**config.mk**
```make
export PLATFORM = sky130hd
export DESIGN_NAME = rice_core_ex_buffer
export DESIGN_NICKNAME = d
export VERILOG_FILES = /design/src/rtl/rice_core_ex_buffer.sv
export SDC_FILE = /design/constraint.sdc
export NUM_CORES = 1
export LEC_CHECK = 0
export ABC_CLOCK_PERIOD_IN_PS = 2400
export CAP_MARGIN = 10
export CORE_UTILIZATION = 42
export CTS_CLUSTER_DIAMETER = 80
export DETAILED_ROUTE_END_ITERATION = 10
export PLACE_DENSITY = 0.73
export SYNTH_ARGS = -nofsm -noshare
export SYNTH_HDL_FRONTEND = slang
export SYNTH_SLANG_ARGS = --single-unit
```
**constraint.sdc**
```tcl
create_clock -name i_clk -period 2.4 [get_ports i_clk]
set_input_delay 0.48 -clock i_clk [delete_from_list [all_inputs] [get_ports i_clk]]
set_output_delay 0.48 -clock i_clk [all_outputs]
set_load 0.02 [all_outputs]
```
**src/rtl/rice_core_ex_buffer.sv**
```systemverilog
`default_nettype none
// ============================================================================
// Module      : rice_core_ex_buffer
// Description : Two-entry elastic FIFO between the ALU and the memory /
//               writeback stage. Registers each executed instruction's
//               {result, rd, rd_write} and presents the oldest entry over a
//               valid/ready handshake. A combinational bypass port lets
//               decode find the youngest buffered writer of a source
//               register.
//
// Ports       : i_clk, i_rst            clock, async active-high reset
//               i_flush                 kill buffered entries and this
//                                       cycle's input
//               i_valid / o_ready       upstream handshake (ALU side)
//               i_result, i_rd,
//               i_rd_write              incoming entry payload
//               o_valid / i_ready       downstream handshake (MEM/WB side)
//               o_result, o_rd,
//               o_rd_write              head entry payload
//               i_lookup_rs             source register queried by decode
//               o_lookup_hit,
//               o_lookup_value          bypass result
//
// Revision    : 1.0 - initial release
// ============================================================================
module rice_core_ex_buffer #(
    parameter int XLEN = 32
) (
    input  logic            i_clk,
    input  logic            i_rst,
    input  logic            i_flush,
    input  logic            i_valid,
    output logic            o_ready,
    input  logic [XLEN-1:0] i_result,
    input  logic [4:0]      i_rd,
    input  logic            i_rd_write,
    output logic            o_valid,
    input  logic            i_ready,
    output logic [XLEN-1:0] o_result,
    output logic [4:0]      o_rd,
    output logic            o_rd_write,
    input  logic [4:0]      i_lookup_rs,
    output logic            o_lookup_hit,
    output logic [XLEN-1:0] o_lookup_value
);

    localparam logic [1:0] c_full = 2'd2;

    // ------------------------------------------------------------------
    // State
    // ------------------------------------------------------------------
    logic [1:0]            count_q, count_d;
    logic                  wptr_q, wptr_d;
    logic                  rptr_q, rptr_d;
    logic [1:0][XLEN-1:0]  result_q, result_d;
    logic [1:0][4:0]       rd_q, rd_d;
    logic [1:0]            rd_write_q, rd_write_d;

    logic                  w_push;
    logic                  w_pop;

    // Handshake flags come only from the registered count, so o_ready has
    // no combinational dependence on i_ready.
    assign o_ready = (count_q != c_full);
    assign o_valid = (count_q != 2'd0);

    assign w_push = i_valid & o_ready & ~i_flush;
    assign w_pop  = o_valid & i_ready & ~i_flush;

    assign o_result   = result_q[rptr_q];
    assign o_rd       = rd_q[rptr_q];
    assign o_rd_write = rd_write_q[rptr_q];

    // ------------------------------------------------------------------
    // Next-state
    // ------------------------------------------------------------------
    always_comb begin
        count_d    = count_q;
        wptr_d     = wptr_q;
        rptr_d     = rptr_q;
        result_d   = result_q;
        rd_d       = rd_q;
        rd_write_d = rd_write_q;

        if (i_flush) begin
            // Payload is left in place; with count=0 it is never observed.
            count_d = 2'd0;
            wptr_d  = 1'b0;
            rptr_d  = 1'b0;
        end else begin
            if (w_push) begin
                result_d[wptr_q]   = i_result;
                rd_d[wptr_q]       = i_rd;
                rd_write_d[wptr_q] = i_rd_write;
                wptr_d             = ~wptr_q;
            end
            if (w_pop) begin
                rptr_d = ~rptr_q;
            end
            case ({w_push, w_pop})
                2'b10:   count_d = count_q + 2'd1;
                2'b01:   count_d = count_q - 2'd1;
                default: count_d = count_q;
            endcase
        end
    end

    always_ff @(posedge i_clk or posedge i_rst) begin
        if (i_rst) begin
            count_q    <= 2'd0;
            wptr_q     <= 1'b0;
            rptr_q     <= 1'b0;
            result_q   <= '0;
            rd_q       <= '0;
            rd_write_q <= '0;
        end else begin
            count_q    <= count_d;
            wptr_q     <= wptr_d;
            rptr_q     <= rptr_d;
            result_q   <= result_d;
            rd_q       <= rd_d;
            rd_write_q <= rd_write_d;
        end
    end

    // ------------------------------------------------------------------
    // Bypass lookup
    // ------------------------------------------------------------------
    // With one entry it sits at rptr; with two both slots are live. The
    // younger slot is always wptr-1, which for a 1-bit pointer is ~wptr.
    logic [1:0] w_entry_valid;
    logic [1:0] w_cand;
    logic       w_young;

    always_comb begin
        w_young        = ~wptr_q;
        o_lookup_hit   = 1'b0;
        o_lookup_value = '0;
        for (int i = 0; i < 2; i++) begin
            w_entry_valid[i] = (count_q == c_full) ||
                               ((count_q == 2'd1) && (rptr_q == 1'(i)));
            w_cand[i]        = w_entry_valid[i] && rd_write_q[i] &&
                               (rd_q[i] == i_lookup_rs) &&
                               (i_lookup_rs != 5'd0);
        end
        if (w_cand[w_young]) begin
            o_lookup_hit   = 1'b1;
            o_lookup_value = result_q[w_young];
        end else if (w_cand[~w_young]) begin
            o_lookup_hit   = 1'b1;
            o_lookup_value = result_q[~w_young];
        end
    end

endmodule
`default_nettype wire

```
==> metrics.cfg, run 1 <==
[cells_and_area]
design.final.nets = 516
flow.area_growth_from_synthesis_pct = 48.68
final.fill_count = 731
diodes = 0
final_layout_size_suffix_gt1_frac = 0.4691
area.sequential_mm2 = 0.002003
multi_input_area_mm2 = 0.002127
fin_area_mm2 = 0.006180

[clocking]
cts_buffers = 9
worst_skew_pair_later_pin_latency_ps = 340
clock_sinks = 80
cts.clk_slew.worst_paths_ps = 80
cts.hold.buffers_added = 0
tritoncts_clock_tree = done
number_of_buffers_on_the_longest_clock_path = 2
clock_tree.root_cell = clkbuf_8
htree_num_levels = 3

[worst_setup_path]
worstPathRequired_ps = 1920
start_kind = input port
regToRegSetupSlack_ps = 120
critical_path.max_fanout = 8
critical_path.reg2reg.endpoint = result_q[55]
critical_path.endpoint = o_lookup_value[23]
critical_path.reg2reg.startpoint = count_q[0]
setup.worst_path.start = i_lookup_rs[2]
worst_setup_path_end_kind = output pin
timing_worst_setup_path_type = in -> out
timing.critical_path.arrival_ps = 2310
worstRegToRegCells = 8

[power]
comb_power_share = 0.515
cellPowerDensity_mw_per_mm2 = 1196
worst_ir_drop_vdd_uv = 779.2
p_int_mw = 4.724
p_switching_mw = 2.668
power.leakage_nw = 2.599
clockPowerShare = 0.137
p_seq_frac = 0.347
net_sw_frac = 0.3609
power_mw = 7.392

[min_path]
worst_hold_path.num_cells = 1
min-delay-path-class = reg -> reg

[grt]
global_route.overflow_total = 0
wire_length_of_the_first_global_routing_pass_mm = 16.35
antenna_found_initial = 0
grt_pass1_vias = 3299
grt_start_max_net_pins = 81
track_usage = 0.2097

[sta]
fmax_mhz = 359.0
rsz0062_at_grt = true
fin_skew_ps = 12.01
worst_slew_pin_slew_ps = 421.8
timing.final.ws_setup_ps = -385.7
timing.final.crit_period_ps = 2786
timing_max_transition_violations_final = 0
slew-limit-headroom = 0.7188
timing_hold_violations_final = 0
report.final.setup_viol = 70
fin_crit_sh = 1.161

[synth]
post-synth-top-area-cell = dfrtp_1
synth.yosys.seq_area_share = 0.4816
synth.top_cells.by_area = dfrtp_1, mux2_2, a22o_1
dominantRegCellSynth = dfrtp_1
synth-edff-count = 0
yosys_warnings = 0
postSynthAreaPerCell_um2 = 13.63
yosys.cell_types.count = 39
fraction_of_registers_with_async_set_reset = 1.000
synth_top_cell_area_share = 0.4816
syn_area_mm2 = 0.004156
synth-seq-cells = 80
net_count_after_synthesis = 357
synthesis.instances = 305

[floorplan]
fp.dieArea_mm2 = 0.01030
num_io_pins = 121
floorplan.initialDensity = 0.4415
die_width_um = 101.5
core_area_mm2 = 0.009415
row_count = 35
chipHeight_um = 101.5

[routing]
detail_route.wirelength_mm = 10.49
vias = 3112
route.detailed.drc = 0
vias_per_cell = 5.204
drt_pre_antenna_iters = 4
drt-initial-drc-count = 94
final_antenna_net_count = 0
average_wire_length_per_cell_after_detail_routing_um = 17.55

[job]
maxCapViolCount = 0

[placed_design]
hpwl_mm = 6.800
place_area_mm2 = 0.005702
port_bufs = 120
gp_congestion = 0.7943

[outcome]
failed_checks = setup timing
run_status = finished with violations

[cells in the final DEF (no fill, tap or decap), types with 4 or more instances in the layout]
master           instances
dfrtp_1                 79
nand2_1                  6
clkdlybuf4s50_1         81
a22o_1                  30
nor2_1                   6
dlygate4sd2_1            6
mux2_2                  97
clkbuf_8                10
buf_12                   4
xnor2_1                  8
mux2_1                  17
buf_4                   31
buf_6                   39
[per-stage QoR]
| stage | worst slack [ps] | cells | utilization | hold slack (ps) | TNS, ps |
|---|---|---|---|---|---|
| after detailed placement | -992.9 | 572 | 0.6056 | 503.8 | -30560 |
| after floorplan | 109.9 | 305 | - | 475.4 | 0 |
| after global routing | -491.3 | 598 | 0.6563 | 545.6 | -19980 |
| after CTS | -377.9 | 597 | 0.6512 | 520.5 | -13990 |
| final | -385.7 | 598 | 0.6563 | 517.2 | -13740 |
| after global placement | -993.1 | 572 | 0.6056 | 493.0 | -30840 |
[how the worst min path moves through the flow]
| stage | startpoint | endpoint | slack (ps) |
|---|---|---|---|
| after global placement | result_q[60] | result_q[60] | 490 |
| final | result_q[6] | result_q[6] | 520 |
| after CTS | result_q[6] | result_q[6] | 520 |
| after floorplan | result_q[56] | result_q[56] | 480 |
| after global routing | result_q[62] | result_q[62] | 550 |
| after detailed placement | result_q[6] | result_q[6] | 500 |
[flip-flops by register name, summed over array words and instances, names as in the netlist]
register    flops
wptr_q          1
rd_write_q      2
count_q         2
rd_q           10
result_q       64
rptr_q          1
[kinds of logic (layout without fill, tap and decap cells)]
kind of cell | after synthesis | in the layout | synth area share
AND/OR/NAND/NOR | 33 | 33 | 0.05359
AO/OA/AOI/OAI | 38 | 38 | 0.07796
adder cells (fa/ha/maj) | 4 | 4 | 0.01204
flip-flops | 80 | 80 | 0.4816
XOR/XNOR | 13 | 13 | 0.02920
multiplexers | 114 | 114 | 0.3088
buffers and inverters | 23 | 187 | 0.03672
[repair_timing]
item,CTS,global route
pin swaps,28,6
resized for setup,227,11
cloned,4,0
setup buffers,6,2
setup endpoints to repair,72,82
[metal layers]
layer	vias to the layer above	track usage	share of wire
li1	1441	-	-
met1	1571	0.2688	0.44
met2	84	0.3585	0.51
met3	16	0.03658	0.035
met4	0	0.07358	0.016
met5	-	0	0
[critical path, cell delays in order]
cell and delay [ps]:
dlygate4sd2_1 300, xnor2_1 210, nand4_2 180, nor4b_4 390
nor3_4 80, buf_12 140, buf_8 140, a22o_1 240
buf_6 140
[synth_stat cells, types with 2 or more instances]
cell     number
ha_1          4
mux2_2       97
buf_4         4
buf_2         5
dfrtp_1      80
nor3_1        3
mux2_1       17
a22o_1       31
inv_1         5
buf_1         3
nor2_1        6
nand2_1       6
o21ai_0       2
buf_6         6
nand3_1       2
xor2_1        2
xnor2_1      10
[area by class of cell]
type	instances	share of cell area
sequential	80	0.3242
clock buffer	11	0.02288
timing repair buffer	166	0.2687
clock inverter	5	0.01033
inverter	5	0.003644
multi-input combinational	202	0.3442
tap	129	0.02612
[power groups by stage]
stage	clock network, mW	registers (mW)	logic, mW
after floorplan	0	2.41	2.24
after CTS	1.05	2.55	3.82
after detailed placement	0	2.54	3.72
after global routing	1.10	2.66	4.06
final	1.01	2.57	3.81
after global placement	0	2.52	3.65
No activity file was read; power rests on OpenSTA's default activity.
==> run 2: changes to the inputs <==
--- a/config.mk
+++ b/config.mk
@@ -14,3 +14,4 @@
 export SYNTH_ARGS = -nofsm -noshare
 export SYNTH_HDL_FRONTEND = slang
 export SYNTH_SLANG_ARGS = --single-unit
+export TNS_END_PERCENT = 30
==> run 2 against run 1 <==
  * Cell count did not move
  * The run still ends with setup timing left
  * Via count increased by 0.55%
  * Count of clock-buffer cells in the layout is the same
  * Die area is the same
  * Worst setup slack worse by 27 ps
  * Wire length rose by 0.14%
  * Fmax down 0.95%
==> metrics.cfg, run 2 (same netlist as run 1, synthesis figures left out) <==
[floorplan]
row_count = 35  ; unchanged
fp.dieArea_mm2 = 0.01030  ; unchanged
floorplan.initialDensity = 0.4415  ; unchanged
core_area_mm2 = 0.009415  ; unchanged
chipHeight_um = 101.5  ; unchanged
num_io_pins = 121  ; unchanged
die_width_um = 101.5  ; unchanged

[grt]
grt_pass1_vias = 3283  ; -0.48%
antenna_found_initial = 0  ; unchanged
grt_start_max_net_pins = 81  ; unchanged
wire_length_of_the_first_global_routing_pass_mm = 16.30  ; -0.26%
track_usage = 0.2091  ; -0.0005966
global_route.overflow_total = 0  ; unchanged

[cells_and_area]
layout.cells.most_common_list = mux2_2, clkdlybuf4s50_1, dfrtp_1
stdcell_count = 598  ; unchanged
max_flop_register = result_q
mostFrequentLayoutCell = mux2_2
flow.area_growth_from_synthesis_pct = 47.95
design.final.nets = 516  ; unchanged
diodes = 0  ; unchanged
final_layout_size_suffix_gt1_frac = 0.4691  ; unchanged
max_reg_flops = 64  ; unchanged
biggestRegsByFlops = result_q (64), rd_q (10)

[routing]
detail_route.wirelength_mm = 10.51  ; +0.14%
vias_per_cell = 5.232  ; +0.55%
average_wire_length_per_cell_after_detail_routing_um = 17.57  ; +0.14%
drt-initial-drc-count = 81  ; -14%
drt_pre_antenna_iters = 4  ; unchanged
vias = 3129  ; +0.55%
final_antenna_net_count = 0  ; unchanged
route.detailed.drc = 0  ; unchanged

[worst_setup_path]
critPathBufInv = 4  ; unchanged
cp_cell_sequence = inv_2 -> ha_4 -> nor2b_4 -> o211ai_4 -> nor4b_4 -> nor3_4 -> buf_12 -> buf_8 -> a22o_1 -> buf_6
timing.critical_path.arrival_ps = 2330  ; +20 ps
crit_path_max_incr_delay_ps = 410  ; +20 ps
cpLargestDelayFamily = simple AND/OR/NAND/NOR gates
critical_path.max_fanout = 8  ; unchanged
start_kind = flip-flop
timing_worst_setup_path_type = reg -> out
critical-path-slowest-cell = dfrtp_1
worst_setup_path_end_kind = output pin
worstPathRequired_ps = 1920  ; about the same

[sta]
timing.final.crit_period_ps = 2812  ; +26.70 ps
fin_crit_sh = 1.172  ; +0.01113
finalSetupTns_ps = -13690  ; +51.80 ps
timing.hold.ws_ps = 514.4  ; -2.855 ps
fmax_mhz = 355.6  ; -0.95%
worst_slew_pin_slew_ps = 420.2  ; -1.602 ps
timing_max_transition_violations_final = 0  ; unchanged
fin_skew_ps = 13.30  ; +1.288 ps
timing_hold_violations_final = 0  ; unchanged
rsz0062_at_grt = true
report.final.setup_viol = 66  ; -5.7%
timing.final.ws_setup_ps = -412.5  ; -26.70 ps
slew-limit-headroom = 0.7199  ; +0.001068

[min_path]
min-delay-path-class = reg -> reg

[clocking]
cts_buffers = 9  ; unchanged
clock_tree.root_cell = clkbuf_8
tritoncts_clock_tree = done
worst_skew_pair_later_pin_latency_ps = 350  ; about the same
cts.clk_slew.worst_paths_ps = 80  ; about the same
clock_sinks = 80  ; unchanged
number_of_buffers_on_the_longest_clock_path = 2  ; unchanged
htree_num_levels = 3  ; unchanged
cts.hold.buffers_added = 0  ; unchanged

[power]
power_mw = 7.420  ; +0.38%
power.leakage_nw = 2.592  ; -0.24%
worst_ir_drop_vdd_uv = 777.8  ; -0.18%
cellPowerDensity_mw_per_mm2 = 1207  ; +0.87%

[placed_design]
hpwl_mm = 6.800  ; unchanged
pre_cts_slack_ps = -992.9  ; unchanged
port_bufs = 120  ; unchanged
dp.cells = 572  ; unchanged
gp_congestion = 0.7943  ; unchanged

[job]
maxCapViolCount = 0  ; unchanged

[outcome]
failed_checks = setup timing
run_status = finished with violations

[run 2: changes by cell type in the layout (fill, tap and decap cells not counted)]
cell / change
buf_2: +5
buf_6: -5
buf_4: +1
buf_8: -1
o211ai_2: -1
o211ai_4: +1
[run 2: per-layer routing]
| metal | vias up | global-route usage | routed length, um |
|---|---|---|---|
| met4 | 0 | 0.07358 | 136 |
| li1 | 1447 | - | - |
| met5 | - | 0 | 0 |
| met3 | 14 | 0.03658 | 398 |
| met2 | 86 | 0.3590 | 5414 |
| met1 | 1582 | 0.2665 | 4557 |
[run 2: final timing paths]
path	from	to	slack, ps	cells after the start
max	count_q[1]	o_lookup_value[23]	-410	10
min	result_q[6]	result_q[6]	510	1
max reg2reg	count_q[0]	result_q[55]	100	8
min reg2reg	result_q[6]	result_q[6]	510	1
max in group asynchronous	i_rst	rptr_q	1450	3
min in group asynchronous	i_rst	result_q[54]	600	3
[run 2: stage by stage]
step / cell area, um2 / utilization
after floorplan: 4160 / -
after global placement: 5702 / 0.6056
after detailed placement: 5702 / 0.6056
after CTS: 6078 / 0.6456
after global routing: 6150 / 0.6532
final: 6150 / 0.6532
[run 2: layout make-up]
type	instances	area (um2)
clock inverters	5	63.81
multi-input cells	202	2136
flip-flops and latches	80	2003
clock buffers	11	141.4
inverters	5	22.52
fillers	735	3266
well taps	129	161.4
repair buffers	166	1622
[run 2: what timing repair did]
item / CTS / global route
resized for setup: 209 / 18
pin swaps: 20 / 9
buffers inserted: 6 / 2
setup endpoints to repair: 72 / 82
gates cloned: 4 / 0
endpoints found under the hold margin: 0 / 0
[run 2: report_power, final]
group	switching (mW)	internal, mW
Sequential	0.545	2.02
Combinational	1.64	2.19
Clock	0.501	0.517
==> run 3: changes to the inputs <==
--- a/config.mk
+++ b/config.mk
@@ -6,7 +6,7 @@
 export NUM_CORES = 1
 export LEC_CHECK = 0
 export ABC_CLOCK_PERIOD_IN_PS = 2400
-export CAP_MARGIN = 10
+export CAP_MARGIN = 20
 export CORE_UTILIZATION = 42
 export CTS_CLUSTER_DIAMETER = 80
 export DETAILED_ROUTE_END_ITERATION = 10
==> results of run 3 <==
No change in the layout: final DEF, timing and power equal those of run 2.
